==> config.mk <==
export PLATFORM = sky130hd
export DESIGN_NAME = vending_ctrl
export DESIGN_NICKNAME = d
export VERILOG_FILES = /design/src/rtl/vend_pkg.sv /design/src/rtl/bin_to_bcd2.sv /design/src/rtl/vending_ctrl.sv
export SDC_FILE = /design/constraint.sdc
export NUM_CORES = 1
export LEC_CHECK = 0
export ABC_AREA = 0
export BUFFER_PORTS_ARGS = -buffer_cell sky130_fd_sc_hd__buf_2
export CAP_MARGIN = 20
export CORE_MARGIN = 3
export CORE_UTILIZATION = 26
export CTS_BUF_LIST = sky130_fd_sc_hd__clkbuf_4
export DETAILED_ROUTE_END_ITERATION = 8
export PLACE_DENSITY = 0.39
export SLEW_MARGIN = 20
export SYNTH_ARGS = -nofsm -noshare
export SYNTH_HDL_FRONTEND = slang
export SYNTH_SLANG_ARGS = --single-unit
==> constraint.sdc <==
create_clock -name clk -period 16 [get_ports clk]
set_clock_uncertainty 0.05 [all_clocks]
set_input_delay 0 -clock clk [delete_from_list [all_inputs] [get_ports clk]]
set_output_delay 0 -clock clk [all_outputs]
set_load 0.01 [all_outputs]
==> src/rtl/vend_pkg.sv <==
// Shared types and constants for the vending controller.
// Optional feature macro used by vending_ctrl: VEND_AUTO_CHANGE_EN.
package vend_pkg;

  typedef enum logic [1:0] {
    IDLE,
    DISPENSE,
    CHANGE
  } state_t;

  localparam logic [6:0] COIN_1  = 7'd1;
  localparam logic [6:0] COIN_5  = 7'd5;
  localparam logic [6:0] COIN_10 = 7'd10;
  localparam logic [6:0] BAL_MAX = 7'd99;

  localparam logic [3:0] CODE_J     = 4'd10;
  localparam logic [3:0] CODE_U     = 4'd11;
  localparam logic [3:0] CODE_C     = 4'd13;
  localparam logic [3:0] CODE_F     = 4'd14;
  localparam logic [3:0] CODE_BLANK = 4'd15;

endpackage

==> src/rtl/bin_to_bcd2.sv <==
// Combinational 0..99 binary to two-digit BCD converter.
// Repeated subtraction keeps the logic to small compare/subtract stages.
module bin_to_bcd2 (
  input  logic [6:0] bin,
  output logic [3:0] tens,
  output logic [3:0] ones
);

  logic [6:0] rem;

  always_comb begin
    tens = 4'd0;
    rem  = bin;
    for (int i = 0; i < 9; i++) begin
      if (rem >= 7'd10) begin
        rem  = rem - 7'd10;
        tens = tens + 4'd1;
      end
    end
    ones = rem[3:0];
  end

endmodule

==> src/rtl/vending_ctrl.sv <==
// Coin-operated juice/coffee vending controller with change return.
// Define VEND_AUTO_CHANGE_EN to return leftover credit after each sale.
module vending_ctrl
  import vend_pkg::*;
#(
  parameter int JUICE_PRICE  = 25,
  parameter int COFFEE_PRICE = 30,
  parameter int DROP_CYCLES  = 16,
  parameter int CHANGE_GAP   = 8
) (
  input  logic       clk,
  input  logic       rst,
  input  logic       money_1,
  input  logic       money_5,
  input  logic       money_10,
  input  logic       juice,
  input  logic       coffee,
  input  logic       cancel,
  output logic       drop_juice,
  output logic       drop_coffee,
  output logic       ret_1,
  output logic       ret_5,
  output logic       ret_10,
  output logic       busy,
  output logic [3:0] bcd3,
  output logic [3:0] bcd2,
  output logic [3:0] bcd1,
  output logic [3:0] bcd0
);

  localparam int CW = 16;
  localparam logic [CW-1:0] DROP_LAST = CW'(DROP_CYCLES - 1);
  localparam logic [CW-1:0] CHG_LAST  = CW'(CHANGE_GAP - 1);
  localparam logic [6:0] JP = 7'(JUICE_PRICE);
  localparam logic [6:0] CP = 7'(COFFEE_PRICE);

  state_t        state, state_n;
  logic [6:0]    bal, bal_n;
  logic [CW-1:0] cnt, cnt_n;
  logic          sel_cof, sel_cof_n;
  logic          r1_n, r5_n, r10_n;
  logic [3:0]    tens_n, ones_n;

  always_comb begin
    state_n   = state;
    bal_n     = bal;
    cnt_n     = cnt;
    sel_cof_n = sel_cof;
    r1_n      = 1'b0;
    r5_n      = 1'b0;
    r10_n     = 1'b0;
    unique case (state)
      IDLE: begin
        if (cancel) begin
          if (bal != 7'd0) begin
            state_n = CHANGE;
            cnt_n   = CHG_LAST;
          end
        end else if (coffee) begin
          if (bal >= CP) begin
            bal_n     = bal - CP;
            state_n   = DISPENSE;
            sel_cof_n = 1'b1;
            cnt_n     = DROP_LAST;
          end
        end else if (juice) begin
          if (bal >= JP) begin
            bal_n     = bal - JP;
            state_n   = DISPENSE;
            sel_cof_n = 1'b0;
            cnt_n     = DROP_LAST;
          end
        end else if (money_10) begin
          if (bal <= BAL_MAX - COIN_10) bal_n = bal + COIN_10;
          else r10_n = 1'b1;
        end else if (money_5) begin
          if (bal <= BAL_MAX - COIN_5) bal_n = bal + COIN_5;
          else r5_n = 1'b1;
        end else if (money_1) begin
          if (bal <= BAL_MAX - COIN_1) bal_n = bal + COIN_1;
          else r1_n = 1'b1;
        end
      end
      DISPENSE: begin
        if (cnt == '0) begin
`ifdef VEND_AUTO_CHANGE_EN
          if (bal != 7'd0) begin
            state_n = CHANGE;
            cnt_n   = CHG_LAST;
          end else begin
            state_n = IDLE;
          end
`else
          state_n = IDLE;
`endif
        end else begin
          cnt_n = cnt - 1'b1;
        end
      end
      CHANGE: begin
        if (bal == 7'd0) begin
          state_n = IDLE;
        end else if (cnt == '0) begin
          cnt_n = CHG_LAST;
          // greedy: largest coin not exceeding the balance
          if (bal >= COIN_10) begin
            bal_n = bal - COIN_10;
            r10_n = 1'b1;
          end else if (bal >= COIN_5) begin
            bal_n = bal - COIN_5;
            r5_n  = 1'b1;
          end else begin
            bal_n = bal - COIN_1;
            r1_n  = 1'b1;
          end
        end else begin
          cnt_n = cnt - 1'b1;
        end
      end
      default: state_n = IDLE;
    endcase
  end

  bin_to_bcd2 u_bcd (
    .bin  (bal_n),
    .tens (tens_n),
    .ones (ones_n)
  );

  always_ff @(posedge clk) begin
    if (rst) begin
      state       <= IDLE;
      bal         <= 7'd0;
      cnt         <= '0;
      sel_cof     <= 1'b0;
      drop_juice  <= 1'b0;
      drop_coffee <= 1'b0;
      ret_1       <= 1'b0;
      ret_5       <= 1'b0;
      ret_10      <= 1'b0;
      busy        <= 1'b0;
      bcd3        <= CODE_BLANK;
      bcd2        <= CODE_BLANK;
      bcd1        <= 4'd0;
      bcd0        <= 4'd0;
    end else begin
      state       <= state_n;
      bal         <= bal_n;
      cnt         <= cnt_n;
      sel_cof     <= sel_cof_n;
      drop_juice  <= (state_n == DISPENSE) && !sel_cof_n;
      drop_coffee <= (state_n == DISPENSE) && sel_cof_n;
      ret_1       <= r1_n;
      ret_5       <= r5_n;
      ret_10      <= r10_n;
      busy        <= (state_n != IDLE);
      if (state_n == DISPENSE) begin
        bcd3 <= sel_cof_n ? CODE_C : CODE_J;
        bcd2 <= sel_cof_n ? CODE_F : CODE_U;
      end else begin
        bcd3 <= CODE_BLANK;
        bcd2 <= CODE_BLANK;
      end
      bcd1        <= tens_n;
      bcd0        <= ones_n;
    end
  end

endmodule
==> flow_metrics.env <==
export IMPL_run_status="finished with violations"
export IMPL_failed_checks="negative hold slack"
export IMPL_drt_first_iter_violations=465
export IMPL_worst_slew_pin_transition_ns=0.957
export IMPL_effective_utilization_at_floorplan_pct=26.5
export IMPL_clock_path_buffers=2
export IMPL_report_final_hold_viol_count=2
export IMPL_die_area_mm2=0.0259
export IMPL_placeableCoreArea_mm2=0.0235
export IMPL_fin_crit_ns=14.13
export IMPL_crit_arrival_ns=14.37
export IMPL_cp_end_kind="flop"
export IMPL_gp_routability_congestion=0.848
export IMPL_synth_seq_area_share_pct=13.2
export IMPL_post_route_period_util_pct=88.3
export IMPL_synth_distinct_cells=123
export IMPL_setup_viol_count_final=0
export IMPL_x_dimension_of_the_die_um=161
export IMPL_cts_root_buf="sky130_fd_sc_hd__clkbuf_4"
export IMPL_drt_wl_total_um=19500
export IMPL_timing_worst_setup_path_type="reg2reg"
export IMPL_setup_repair_after_global_routing_missed_its_margin="false"
export IMPL_hold_class="in2reg"
export IMPL_detailedPlace_worstSlack_ns=2.07
export IMPL_synth_warnings=0
export IMPL_cpMostUsedCell="sky130_fd_sc_hd__ha_1"
export IMPL_synthesis_stage_register_bit_count=41
export IMPL_totalNegativeSetupSlack_ns=0
export IMPL_synthCells=819
export IMPL_fin_area_mm2=0.00659
export IMPL_postCtsResizedCells=0
export IMPL_placement_cell_area_mm2=0.00648
export IMPL_number_of_sinks_handled_by_clock_tree_synthesis=41
export IMPL_fillers=2655
export IMPL_cts_hold_fix_buffers=0
export IMPL_synth_enable_flop_cells=0
export IMPL_fin_ws_ns=1.87
export IMPL_std_cell_rows=56
export IMPL_first_global_vias=5890
export IMPL_ios=30
export IMPL_drtPass1Iterations=5
export IMPL_antenna_violations_before_repair=1
export IMPL_synth_area_per_cell_um2=7.62
export IMPL_async_flop_share_pct=0
export IMPL_antenna_left=0
export IMPL_route_vias_total=6114
export IMPL_clkSlewWorstSetupHoldPaths_ns=0.16
export IMPL_grt_pass1_wl_um=32000
export IMPL_tritoncts="built"
export IMPL_layout_drive_gt1_share_pct=14.0
export IMPL_worstSkewPairLatency_ns=0.41
export IMPL_overflow=0
export IMPL_syn_area_mm2=0.00624
export IMPL_critical_path_peak_fanout=16
export IMPL_global_route_usage_total_pct=14.9
export IMPL_cts_htree_levels=2
export IMPL_final_max_slew_violation_count=0
export IMPL_nets=848
export IMPL_post_cts_setup_buffers=0
export IMPL_routed_via_density=5.42
export IMPL_avgRoutedWirePerCell_um=17.3
export IMPL_dp_final_hpwl_um=15000
export IMPL_number_of_max_cap_violations=0
export IMPL_max_slew_margin_pct=36.1
export IMPL_grt_max_degree=39
export IMPL_crit_path_start_kind="flop"
export IMPL_yosys_most_used_dff="sky130_fd_sc_hd__dfxtp_1"
export IMPL_die_height_um=161
export IMPL_cts_made_buffers=5
export IMPL_max_clock_freq_mhz=70.8
export IMPL_slowest_stage="sky130_fd_sc_hd__dfxtp_1"
export IMPL_critPathMaxStageDelay_ns=0.75
export IMPL_io_buffers=26
export IMPL_area_delta_synth_final_pct=5.65
export IMPL_worstPathRequired_ns=16.23
export IMPL_finalHoldWorstSlack_ns=-0.00308
export IMPL_post_route_drc_count=0
## worst max-delay path: cells and delay by family, from the launching register on
| family | cells | cell delay [ns] |
|---|---|---|
| AOI/OAI and AO/OA | 16 | 4.10 |
| and+or+nand+nor | 18 | 3.40 |
| adders and majority gates | 9 | 2.19 |
| xor gates and xnor gates | 7 | 1.70 |
| muxes | 3 | 0.96 |
| buffers and inverters | 6 | 0.82 |
| DFF | 1 | 0.75 |
## layer usage
| layer | up-vias | GRT usage, % | routed length [µm] |
|---|---|---|---|
| li1 | 3066 | - | - |
| met1 | 2913 | 20.6 | 9570 |
| met2 | 115 | 25.0 | 9160 |
| met3 | 20 | 1.57 | 517 |
| met4 | 0 | 3.75 | 254 |
| met5 | - | 0 | 0 |
## area by class of cell
class / count / area, µm² / area share, %
Clock buffer: 5 / 37.5 / 0.569
Sequential cell: 41 / 821 / 12.4
Multi-Input combinational cell: 687 / 4940 / 74.9
Timing Repair Buffer: 32 / 175 / 2.66
Tap cell: 319 / 399 / 6.05
Inverter: 41 / 154 / 2.33
Antenna cell: 1 / 2.50 / 0.0380
Clock inverter: 3 / 68.8 / 1.04
## logic make-up (layout without fill, tap and decap cells)
family                     after synthesis  in the layout  synth area share [%]
and+or+nand+nor                        326            326                  29.4
other                                    1              4                0.0601
buffers and inverters                   93             81                  7.96
adders and majority gates               32             32                  6.42
muxes                                   17             17                  2.93
DFF                                     41             41                  13.2
xor gates and xnor gates                45             45                  6.44
AOI/OAI and AO/OA                      264            264                  33.7
## stage by stage
| step | instances | util [%] |
|---|---|---|
| floorplan | 821 | - |
| global placement | 1120 | 27.5 |
| detailed placement | 1120 | 27.5 |
| CTS | 1128 | 28.0 |
| global route | 1129 | 28.0 |
| finish | 1129 | 28.0 |
## registers in the layout, indices dropped and copies added (netlist names), 2 cells and up
| signal | cells |
|---|---|
| bal | 6 |
| bcd0 | 4 |
| bcd1 | 4 |
| bcd3 | 2 |
| cnt | 16 |
| state | 2 |
## cells in the final DEF (no fill, tap or decap), drive strengths merged, types with 6 or more instances in the layout
cell type / n
a211oi: 11
o211ai: 17
a21o: 11
o22ai: 7
o221ai: 7
nor3: 36
a22oi: 6
or3: 9
dfxtp: 41
or2: 7
a31oi: 8
or4: 7
mux2: 7
nand2b: 14
xnor2: 31
nor2: 77
and2: 15
ha: 32
o311ai: 6
a311o: 6
nand4: 11
a211o: 6
nor4: 13
inv: 42
mux2i: 10
nand2: 73
xor2: 14
a21oi: 41
o21ai: 48
nand3: 21
o311a: 6
nor2b: 10
buf: 32
o21a: 7
and3: 9
## cells in the mapped netlist (all sizes together) (6+ instances only)
| cell | number | share of area, % |
|---|---|---|
| o311ai | 6 | 0.96 |
| nand2b | 14 | 1.4 |
| nor2 | 77 | 4.8 |
| inv | 41 | 2.5 |
| xnor2 | 31 | 4.5 |
| nand3 | 21 | 2.1 |
| a311o | 6 | 0.96 |
| or3 | 9 | 0.98 |
| a21oi | 41 | 3.6 |
| and3 | 9 | 0.98 |
| a31oi | 8 | 0.80 |
| nand4 | 11 | 1.3 |
| o22ai | 7 | 0.70 |
| and2 | 15 | 1.5 |
| a22oi | 6 | 0.72 |
| or4 | 7 | 0.96 |
| nand2 | 73 | 4.5 |
| nor2b | 10 | 1.0 |
| buf | 34 | 4.3 |
| a211o | 6 | 0.84 |
| dfxtp | 41 | 13 |
| mux2i | 10 | 1.7 |
| o211ai | 17 | 2.2 |
| o311a | 6 | 0.96 |
| or2 | 7 | 0.70 |
| o221ai | 7 | 1.4 |
| ha | 32 | 6.4 |
| o21ai | 48 | 3.9 |
| xor2 | 14 | 2.0 |
| nor3 | 36 | 3.2 |
| a21o | 11 | 1.3 |
| clkbuf | 17 | 1.0 |
| o21a | 7 | 0.84 |
| a211oi | 11 | 1.4 |
| mux2 | 7 | 1.3 |
| nor4 | 13 | 2.3 |
## worst paths after layout
check / startpoint / end / slack [ns] / cells after the start
setup / recovery: bal[1] / bcd1[3] / 1.87 / 59
setup reg to reg: bal[1] / bcd1[3] / 1.87 / 59
hold reg to reg: cnt[6] / cnt[6] / 0.44 / 2
hold / removal: rst / bal[4] / -0.003 / 2
Power is left out: the tool's default activity adds up to more than one toggle a clock period on the data nets, which glitch-free logic cannot reach.
